<file path="config.mk">
export PLATFORM = sky130hd
export DESIGN_NAME = mem_ctrl_param
export DESIGN_NICKNAME = d
export VERILOG_FILES = /design/src/rtl/mem_ctrl_param.sv
export SDC_FILE = /design/constraint.sdc
export NUM_CORES = 1
export LEC_CHECK = 0
export ABC_CLOCK_PERIOD_IN_PS = 2200
export CORE_MARGIN = 2
export CORE_UTILIZATION = 50
export DETAILED_ROUTE_END_ITERATION = 10
export GPL_ROUTABILITY_DRIVEN = 0
export GPL_TIMING_DRIVEN = 0
export PLACE_DENSITY = 0.73
export SKIP_CTS_REPAIR_TIMING = 1
export SYNTH_ARGS = -nofsm -noshare
export SYNTH_HDL_FRONTEND = slang
export SYNTH_SLANG_ARGS = --single-unit
</file>
<file path="constraint.sdc">
create_clock -name clk -period 2.2 [get_ports clk]
set_input_delay 0.66 -clock clk [delete_from_list [all_inputs] [get_ports clk]]
set_output_delay 0.66 -clock clk [all_outputs]
set_load 0.01 [all_outputs]
</file>
<file path="src/rtl/mem_ctrl_param.sv">
// Parametrised single-port RAM with a valid/ready request port, byte enables and a
// hardware clear sweep after reset. Define PMEM_OUTREG_EN to add a second response stage.
module mem_ctrl_param #(
    parameter int                 DATA_W   = 8,
    parameter int                 ADDR_W   = 3,
    parameter int                 DEPTH    = 8,
    parameter logic [DATA_W-1:0]  INIT_VAL = '0
) (
    input  logic                  clk,
    input  logic                  reset,
    input  logic                  req_valid,
    output logic                  req_ready,
    input  logic                  req_op,
    input  logic [ADDR_W-1:0]     req_addr,
    input  logic [DATA_W-1:0]     req_wdata,
    input  logic [DATA_W/8-1:0]   req_be,
    output logic                  rsp_valid,
    output logic [DATA_W-1:0]     rsp_data,
    output logic                  rsp_err,
    output logic                  init_done
);

    localparam int                BE_W    = DATA_W / 8;
    localparam logic [ADDR_W:0]   DEPTH_C = (ADDR_W + 1)'(DEPTH);
    localparam logic [ADDR_W:0]   LAST_C  = (ADDR_W + 1)'(DEPTH - 1);
    localparam logic [ADDR_W:0]   ONE_C   = (ADDR_W + 1)'(1);

    typedef enum logic [0:0] {
        ST_CLEAR = 1'b0,
        ST_RUN   = 1'b1
    } state_t;

    state_t               state_r;
    state_t               state_s;
    logic [ADDR_W:0]      clr_cnt_r;
    logic [ADDR_W:0]      clr_cnt_s;
    logic                 ready_r;
    logic                 init_done_r;

    logic [DATA_W-1:0]    mem_r [DEPTH];
    logic                 mem_we_s;
    logic [ADDR_W-1:0]    mem_waddr_s;
    logic [DATA_W-1:0]    mem_wdata_s;

    logic                 hs_s;
    logic                 wr_hs_s;
    logic                 rd_hs_s;
    logic                 in_range_s;
    logic [DATA_W-1:0]    rd_data_s;

    logic                 rsp_valid1_r;
    logic [DATA_W-1:0]    rsp_data1_r;
    logic                 rsp_err1_r;

    // Replace only the byte lanes whose enable bit is set.
    function automatic logic [DATA_W-1:0] merge_bytes(
        input logic [DATA_W-1:0] old_word,
        input logic [DATA_W-1:0] new_word,
        input logic [BE_W-1:0]   be
    );
        logic [DATA_W-1:0] res;
        res = old_word;
        for (int i = 0; i < BE_W; i++) begin
            if (be[i]) begin
                res[8*i +: 8] = new_word[8*i +: 8];
            end else begin
                res[8*i +: 8] = old_word[8*i +: 8];
            end
        end
        return res;
    endfunction

    assign hs_s       = req_valid & ready_r;
    assign wr_hs_s    = hs_s & req_op;
    assign rd_hs_s    = hs_s & ~req_op;
    assign in_range_s = ({1'b0, req_addr} < DEPTH_C);

    // Read data mux; out-of-range reads return zero.
    always_comb begin
        rd_data_s = '0;
        if (in_range_s) begin
            rd_data_s = mem_r[req_addr];
        end else begin
            rd_data_s = '0;
        end
    end

    // Next-state logic and the single memory write port (sweep or request).
    always_comb begin
        state_s     = state_r;
        clr_cnt_s   = clr_cnt_r;
        mem_we_s    = 1'b0;
        mem_waddr_s = '0;
        mem_wdata_s = '0;
        case (state_r)
            ST_CLEAR: begin
                mem_we_s    = 1'b1;
                mem_waddr_s = clr_cnt_r[ADDR_W-1:0];
                mem_wdata_s = INIT_VAL;
                clr_cnt_s   = clr_cnt_r + ONE_C;
                if (clr_cnt_r == LAST_C) begin
                    state_s = ST_RUN;
                end else begin
                    state_s = ST_CLEAR;
                end
            end
            ST_RUN: begin
                state_s = ST_RUN;
                if (wr_hs_s && in_range_s) begin
                    mem_we_s    = 1'b1;
                    mem_waddr_s = req_addr;
                    mem_wdata_s = merge_bytes(mem_r[req_addr], req_wdata, req_be);
                end else begin
                    mem_we_s    = 1'b0;
                end
            end
            default: begin
                state_s = ST_CLEAR;
            end
        endcase
    end

    // Control registers; ready and init_done follow the state the FSM is entering.
    always_ff @(posedge clk) begin
        if (reset) begin
            state_r     <= ST_CLEAR;
            clr_cnt_r   <= '0;
            ready_r     <= 1'b0;
            init_done_r <= 1'b0;
        end else begin
            state_r     <= state_s;
            clr_cnt_r   <= clr_cnt_s;
            ready_r     <= (state_s == ST_RUN);
            init_done_r <= (state_s == ST_RUN);
        end
    end

    // Storage array; contents are not reset, the sweep initialises them.
    always_ff @(posedge clk) begin
        if (mem_we_s && !reset) begin
            mem_r[mem_waddr_s] <= mem_wdata_s;
        end
    end

    // First response stage; data holds between reads, err only lives with valid.
    always_ff @(posedge clk) begin
        if (reset) begin
            rsp_valid1_r <= 1'b0;
            rsp_data1_r  <= '0;
            rsp_err1_r   <= 1'b0;
        end else begin
            rsp_valid1_r <= rd_hs_s;
            rsp_err1_r   <= rd_hs_s & ~in_range_s;
            if (rd_hs_s) begin
                rsp_data1_r <= rd_data_s;
            end
        end
    end

`ifdef PMEM_OUTREG_EN
    logic                 rsp_valid2_r;
    logic [DATA_W-1:0]    rsp_data2_r;
    logic                 rsp_err2_r;

    // Optional second response stage, flushed by reset.
    always_ff @(posedge clk) begin
        if (reset) begin
            rsp_valid2_r <= 1'b0;
            rsp_data2_r  <= '0;
            rsp_err2_r   <= 1'b0;
        end else begin
            rsp_valid2_r <= rsp_valid1_r;
            rsp_err2_r   <= rsp_err1_r;
            if (rsp_valid1_r) begin
                rsp_data2_r <= rsp_data1_r;
            end
        end
    end

    assign rsp_valid = rsp_valid2_r;
    assign rsp_data  = rsp_data2_r;
    assign rsp_err   = rsp_err2_r;
`else
    assign rsp_valid = rsp_valid1_r;
    assign rsp_data  = rsp_data1_r;
    assign rsp_err   = rsp_err1_r;
`endif

    assign req_ready = ready_r;
    assign init_done = init_done_r;

endmodule
</file>
# Word-level counts from Yosys, hierarchy flattened
# Memories as Yosys holds them, arrays and structs flattened.
# Cells that the tools add are included.
# totals
input_bits,16
elab_cells,25
reg_bits,14
memories,1
mem_bits_rw,64
out_inout_bits,12
# classes
reduce_logical,2
add_sub_neg,1
muxes,11
bitwise_logic,5
eq_ne,1
# memory_table
memory,depth,word_bits,read_ports,rd_ports_with_merged_regs,wr,line_no,rtl
mem_r,8,8,1,0,1,40,logic [DATA_W-1:0] mem_r [DEPTH];
# op_table
cell,n
two-way mux 8 bit,2
case mux 8 bit (2 select lines),1
case mux 3 bit (2 select lines),1
adder 4 x 1 -> 4 bit (second input constant),1
== test 4 x 3 -> 1 bit (second input constant),1
two-way mux 1 bit,4
case mux 1 bit (2 select lines),2
bitwise AND 1 bit,3
two-way mux 3 bit,1
inverter 1 bit,2
logical AND 1 bit,1
logical NOT 1 bit,1

# Longest topological paths before layout
# logic_depth
ltp_word,7
depth_mapped,6
mapped_depth_nobuf,4

# Least setup slack after synthesis
# Ideal clock, no wire load.
# synth_timing
path_kind,in2reg
start,in req_op
end,mem mem_r[2][0] (enable)
path_slack_ps,-33
setup_time_ps,383
n_path_buf,1
stages,4
t_arrival_ps,1850
required_time_ps,1817
path_cell_list,and3_1 -> buf_6 -> a22o_1 -> nor3_1
# synth_between
elab_chain_len,6
word_cells_on_any_way,8
classes_between,6 x mux; 1 x bitwise; 1 x reduce/logical
# synth_rtl
item,line_no,rtl
from (decl),13,"input logic req_op,"
bitwise AND 1 bit (*),74,assign wr_hs_s = hs_s & req_op;
two-way mux 1 bit,109,if (wr_hs_s && in_range_s) begin
case mux 1 bit (2 select lines),95,case (state_r)
logical AND 1 bit,140,if (mem_we_s && !reset) begin
two-way mux 1 bit,140,
two-way mux 1 bit (not written as such),141,mem_r[mem_waddr_s] <= mem_wdata_s;
to (decl),40,
# Mark *: on every way between the ends. The rest lies on a longest branch, timed or not.

# Final worst setup path
# layout_timing
start,in req_be
end,"mem mem_r[2][6], data pin"
# layout_between
elab_chain_len,3
# layout_rtl
item,line_no,rtl
from (decl),16,"input logic [DATA_W/8-1:0] req_be,"
two-way mux 8 bit,64,if (be[i]) begin
two-way mux 8 bit,109,
case mux 8 bit (2 select lines),95,
named net mem_wdata_s[6],43,logic [DATA_W-1:0] mem_wdata_s;
# The timed path passes the listed nets, and every way through them passes these cells.

==> parameters.txt <==
Parameter                              Value

Worst setup path
  Critical-path maximum fanout ... 10
  Type of origin of the critical path ... input port
  Required time of the worst setup path ... 2360 ps
  Cell class contributing the biggest share of worst-path delay ... buffers and inverters
  Worst-case reg-to-reg path depth ... 7
  CP Class ... input port to flip-flop
  Crit-path slowest cell ... buf_2
  Critical path arrival ... 2240 ps
  Critical Path End Type ... flip-flop
  Reg-to-reg setup timing slack ... 230 ps
  Terminus of the critical flop-to-flop path ... mem_r[7][0]
  Ordered list of cells on the worst path ... clkdlybuf4s50_1, inv_1, buf_2, o21ai_0, a21oi_4
  Crit path largest cell delay ... 460 ps
  CP Buf/Inv Count ... 3
  Reg2reg start ... init_done

Pwr
  Sequential Power Share ... 58.1%
  Total power consumption of the routed design ... 2.81 mW
  Switching power total ... 670 uW
  Clk network pwr share ... 31.8%
  Max VDD drop ... 0.000435 V
  Power per unit of standard cell area ... 682 mW/mm2
  Leakage power summed over all cells ... 1.46 nW
  Share of power burned in combinational logic ... 10.1%
  Net switching share of the total power ... 23.9%
  Pint ... 2.14 mW

Detailed routing
  First-pass iteration count of the detailed router ... 4
  Remaining routing DRC violations ... 0
  Antenna-violating nets left ... 0
  Iteration-0 DRC Markers ... 105
  DR vias ... 1,975
  Number of vias per cell after detailed routing ... 5.72
  Routed wire length per instance ... 19.7 um
  Wirelength, routed ... 6810 um

Synthesis
  Number of distinct library cells after synthesis ... 36
  Cell accounting for the most synthesized area ... edfxtp_1
  Post-synthesis cell count ... 219
  Largest cells by area after synthesis ... edfxtp_1 (58%), dfxtp_1 (8.5%), mux2i_1 (6.0%), mux2_2 (4.4%), a211oi_2 (3.0%)
  Synthesized flop and latch total ... 78
  Syn nets ... 236
  Share of the synthesized area in the top cell type ... 58.0%
  Count of synthesis-stage warnings from yosys ... 0
  Proportion of synthesized chip area in sequential cells ... 66.4%
  Combined area of all synthesized cells ... 0.00332 mm2
  Average footprint of a synthesized cell ... 15.1 um2

Placement
  IO Port Bufs ... 24
  HPWL after DPL ... 4340 um

Run status
  Result of the run ... completed

Global routing
  Maximum number of pins on one net before global-route repair ... 13
  Wire length of the first global-routing pass ... 10,300 um
  Remaining global-route overflow ... 0
  Global-route usage over all layers ... 19.3%
  Initial antenna violation count ... 0
  Number of global-route vias before repair ... 2,056

Floorplanning
  Number of cell rows ... 29
  I/O pin total ... 28
  Area inside the core boundary ... 0.00639 mm2
  Starting utilization of the core area ... 51.9%
  Height of the die ... 85.4 um
  Die Width ... 85.4 um
  Die Outline Area ... 0.00730 mm2

Cells and area
  Fraction of the core area covered by cells at the end of the flow ... 64.5%
  Area overhead of the layout relative to synthesis ... 24.2%
  Layout cell share with drive strength beyond 1 ... 31.7%
  Total Nets Final ... 280
  Antenna cells ... 0

Timing
  Actual transition at the worst max-transition pin ... 590 ps
  Final hold violation count ... 0
  Highest clock rate ... 480 MHz
  Max-slew violations ... 0
  Final setup skew ... 5.92 ps
  Final worst path period share ... 94.7%
  Minimum clock period after layout ... 2080 ps
  Setup repair after global routing missed its margin ... no
  Normalized max-slew margin ... 60.6%
  Total of endpoints with negative setup slack in the final report ... 0

Hold path
  Hold EP ... clr_cnt_r[0]
  Hold path cells ... 2
  HP Start ... clr_cnt_r[0]
  Kind of path behind the tightest hold check ... flip-flop to flip-flop

Clock tree
  Number of levels the H-tree was split into ... 3
  Clock latency of the later-clocked register in the worst-skew pair ... 350 ps
  CTS tree ... built
  Clock-pin slew reported for the worst setup and hold paths after clock tree synthesis ... 70 ps
  Root buffer selected by CTS ... clkbuf_8
  Buffer depth of the longest clock path ... 2
  Number of clock buffers inserted by TritonCTS ... 9
  CTS sink count ... 78

Job
  Maximum Capacitance Violations ... 0
==> cells in the mapped netlist, drive strengths merged <==
cell and number:
o211ai 3, and3 1, a211oi 8, nor2b 3
xnor2 2, nor2 19, a31oi 1, nor4b 1
a21oi 9, nand4b 1, buf 9, dfxtp 14
a22oi 8, a22o 1, nand2b 4, edfxtp 64
mux2i 20, nand2 3, nand3 4, a21o 1
and4 1, ha 1, nor3b 1, o21ai 9
mux2 13, inv 3, clkbuf 5, conb 1
o221ai 5, nor3 4
==> worst reg2reg max path, delay by kind of cell, from the launching register on <==
family / cells / cell delay (ps)
flip-flops: 1 / 360
buffers and inverters: 3 / 470
AO/OA/AOI/OAI: 1 / 200
AND/OR/NAND/NOR: 3 / 650
==> sequential cells by signal, summed over array words and instances, names as in the netlist <==
name / flops
clr_cnt_r: 4
init_done: 1
mem_r: 64
rsp_data: 8
rsp_valid: 1
==> power groups by stage <==
| stage | combinational [mW] | clock (mW) | sequential, mW |
|---|---|---|---|
| after detailed placement | 0.221 | 0 | 1.66 |
| after global routing | 0.303 | 0.959 | 1.63 |
| after global placement | 0.219 | 0 | 1.66 |
| after floorplan | 0.148 | 0 | 1.66 |
| after CTS | 0.223 | 0.902 | 1.63 |
| final | 0.283 | 0.894 | 1.63 |
==> how the worst max path moves through the flow <==
stage / from / depth (start not counted) / to
final: req_be / 5 / mem_r[2][6]
after global placement: req_addr[1] / 5 / mem_r[5][0]
after global routing: req_be / 5 / mem_r[7][6]
after detailed placement: req_op / 5 / mem_r[6][5]
after floorplan: req_op / 5 / mem_r[0][0]
after CTS: req_addr[1] / 5 / mem_r[0][0]
==> logic make-up (layout without fill, tap and decap cells) <==
group | Yosys count | count (layout) | share of synthesized area [%]
other cells | 1 | 1 | 0.113
buf+inv | 17 | 66 | 3.92
compound gates | 45 | 45 | 11.6
mux | 33 | 33 | 10.5
fa+ha+maj | 1 | 1 | 0.377
flops | 78 | 78 | 66.4
xor+xnor | 2 | 2 | 0.528
simple gates | 42 | 42 | 6.57
==> metrics by stage <==
step	setup slack (ps)	hold WS (ps)	instances	cell area (um2)	TNS, ps
floorplan	68.3	474	219	3330	0
global placement	-950	499	320	3670	-96380
detailed placement	-980	513	320	3670	-100080
CTS	-614	522	336	3820	-53090
global route	4.44	548	345	4120	0
finish	117	523	345	4120	0
==> area by class of cell <==
| class | instances | area (um2) |
|---|---|---|
| well taps | 77 | 96.3 |
| fillers | 475 | 2270 |
| inverters | 3 | 11.3 |
| repair buffers | 33 | 355 |
| multi-input cells | 124 | 1170 |
| plain buffers | 14 | 120 |
| clock buffers | 11 | 131 |
| clock inverters | 5 | 26.3 |
| flip-flops and latches | 78 | 2200 |
==> cells in the final DEF, fill, tap and decap left out, types with 5 or more instances in the layout <==
master,Yosys,layout
a211oi_2,8,8
mux2_2,13,13
clkbuf_1,4,5
buf_4,2,8
buf_6,5,5
edfxtp_1,64,64
o221ai_2,5,5
mux2i_1,20,20
clkbuf_8,0,9
dfxtp_1,14,14
a21oi_4,0,9
nor2_1,18,13
o21ai_0,9,9
clkdlybuf4s50_1,0,20
a22oi_1,8,8
==> routing by layer <==
layer	part of all wire, %	up-vias	global-route usage, %
met5	0	-	0
met4	2.5	0	9.81
met3	5.1	17	3.79
met2	50	64	32.0
met1	43	966	23.9
li1	-	928	-
(Power assumes the default switching activity.)
==> RTL edit: new RTL, same flow settings <==
The option `PMEM_OUTREG_EN` is turned on by a define.
--- a/src/rtl/mem_ctrl_param.sv
+++ b/src/rtl/mem_ctrl_param.sv
@@ -1,5 +1,7 @@
 // Parametrised single-port RAM with a valid/ready request port, byte enables and a
 // hardware clear sweep after reset. Define PMEM_OUTREG_EN to add a second response stage.
+`define PMEM_OUTREG_EN
+
 module mem_ctrl_param #(
     parameter int                 DATA_W   = 8,
     parameter int                 ADDR_W   = 3,
Formal check against the unedited RTL: not equivalent (a bounded check fails within 10 cycles, from zero or initial values and one cycle with reset high).
==> RTL edit against the unedited design <==
Combinational power increased by 2%. Clock power increased by 31%. Power increased by 16%. Sequential cell count increased by 9. Count of clock-buffer cells in the layout decreased by 1. Routed wire length increased by 2.1%. Die area increased by 8.6%. Maximum frequency decreased by 4.5%. Final area increased by 9.7%. Area after synthesis increased by 9.1%. Setup slack got worse by 0.098 ns. Critical path depth unchanged.
==> RTL edit: results (changes against the unedited design) <==
result of the run finished, final reports clean (unchanged); slowest CP cell clkbuf_2 (was buf_2); initial antenna violation count 0 (unchanged); fraction of area in multi-input gates 28.78% (was 28.51%); vias per inst 5.327 (was 5.725); slowest stage delay, CP 0.50 ns (was 0.46 ns); sequential area share after synthesis 65.88% (was 66.42%); compound-gate portion of the synthesized area 10.66% (was 11.62%); fill count 546 (was 475); first-pass GRT wire length 10250 um (was 10290 um); dpl ws -1.008 ns (was -0.9799 ns); Non-Clock Buffer Count 48 (was 47); synth unique cells 36 (unchanged); buffering overhead 10.78% (was 11.55%); clock network area share 4.709% (was 3.830%); multiplexer area fraction after synthesis 11.80% (was 10.45%); layout clock buffer count 10 (was 11); total wire length 6953 um (was 6811 um); Final #Nets 307 (was 280); LEAKAGE 1.594 nW (was 1.461 nW); post-synthesis adder-cell area fraction 0.3460% (was 0.3774%); count of state elements after synthesis 87 (was 78); Synth area leaders edfxtp_1 53%, dfxtp_1 13%, mux2i_1 7.8% (was edfxtp_1 58%, dfxtp_1 8.5%, mux2i_1 6.0%); largest net degree at the start of global routing 15 (was 13); syn_nets 264 (was 236); layout cells sized above 1 29.83% (was 31.72%); sequential share of cell area 52.74% (was 53.50%); Post-Synth XOR/XNOR Area 0.4844% (was 0.5283%); dpl hpwl 4473 um (was 4341 um); Clock Latency Late Sink 0.35 ns (about the same); initial drt markers 117 (was 105); Layout Skew 0.007802 ns (was 0.005919 ns); vias in the first global route 2029 (was 2056); normalized max-slew margin 65.81% (was 60.64%); VDD IR max 504.4 uV (was 434.6 uV); crit path DAT 2.35 ns (was 2.24 ns); warnings from Yosys 0 (unchanged); commonest cells in the synthesized netlist 64 x edfxtp_1, 28 x mux2i_1, 26 x nor2_1, 23 x dfxtp_1, 13 x mux2_2 (was 64 x edfxtp_1, 20 x mux2i_1, 18 x nor2_1, 14 x dfxtp_1, 13 x mux2_2)
## RTL edit: changes by cell type in the layout (fill, tap and decap cells not counted), sizes merged
cell,change
clkinv,-1
clkbuf,+1
bufinv,+2
dfxtp,+9
nor2,+8
nor2b,+1
mux2i,+8
buf,-1
## RTL edit: per-stage QoR
stage / cells / cell area, sq um / util (%) / hold WS [ns] / TNS, ns
final: 394 / 4517 / 63.29 / 0.5013 / 0
after global routing: 394 / 4517 / 63.29 / 0.5244 / -0.6246
after CTS: 386 / 4208 / 58.96 / 0.5082 / -50.69
after detailed placement: 370 / 3995 / 55.98 / 0.4859 / -99.48
after global placement: 370 / 3995 / 55.98 / 0.4787 / -96.82
after floorplan: 247 / 3631 / - / 0.4645 / 0
## RTL edit: power breakdown
part	leakage [nW]	switching, mW	internal [mW]
Sequential	0.824	0.0139	1.78
Combinational	0.666	0.165	0.124
Clock	0.104	0.531	0.636
## RTL edit: worst paths after layout
kind / from / to / slack (ns) / cells after the start
max: req_be / mem_r[2][5] / 0.02 / 5
min: rsp_data[1] / rsp_data[1] / 0.50 / 2
max reg2reg: init_done / mem_r[2][2] / 0.28 / 5
min reg2reg: rsp_data[1] / rsp_data[1] / 0.50 / 2
## RTL edit: worst register-to-register path, cell delays in order (launching register included)
cell,delay [ns]
dfxtp_1,0.34
buf_6,0.14
and3_1,0.13
clkbuf_4,0.19
a22o_4,0.28
nor3_4,0.48
## RTL edit: per-layer routing
layer  global-route usage (%)  up-vias  wire [um]
li1                         -     1021          -
met1                    23.89     1039       3268
met2                    28.29       27       3357
met3                    6.925       12        223
met4                    5.020        0        104
met5                        0        -          0
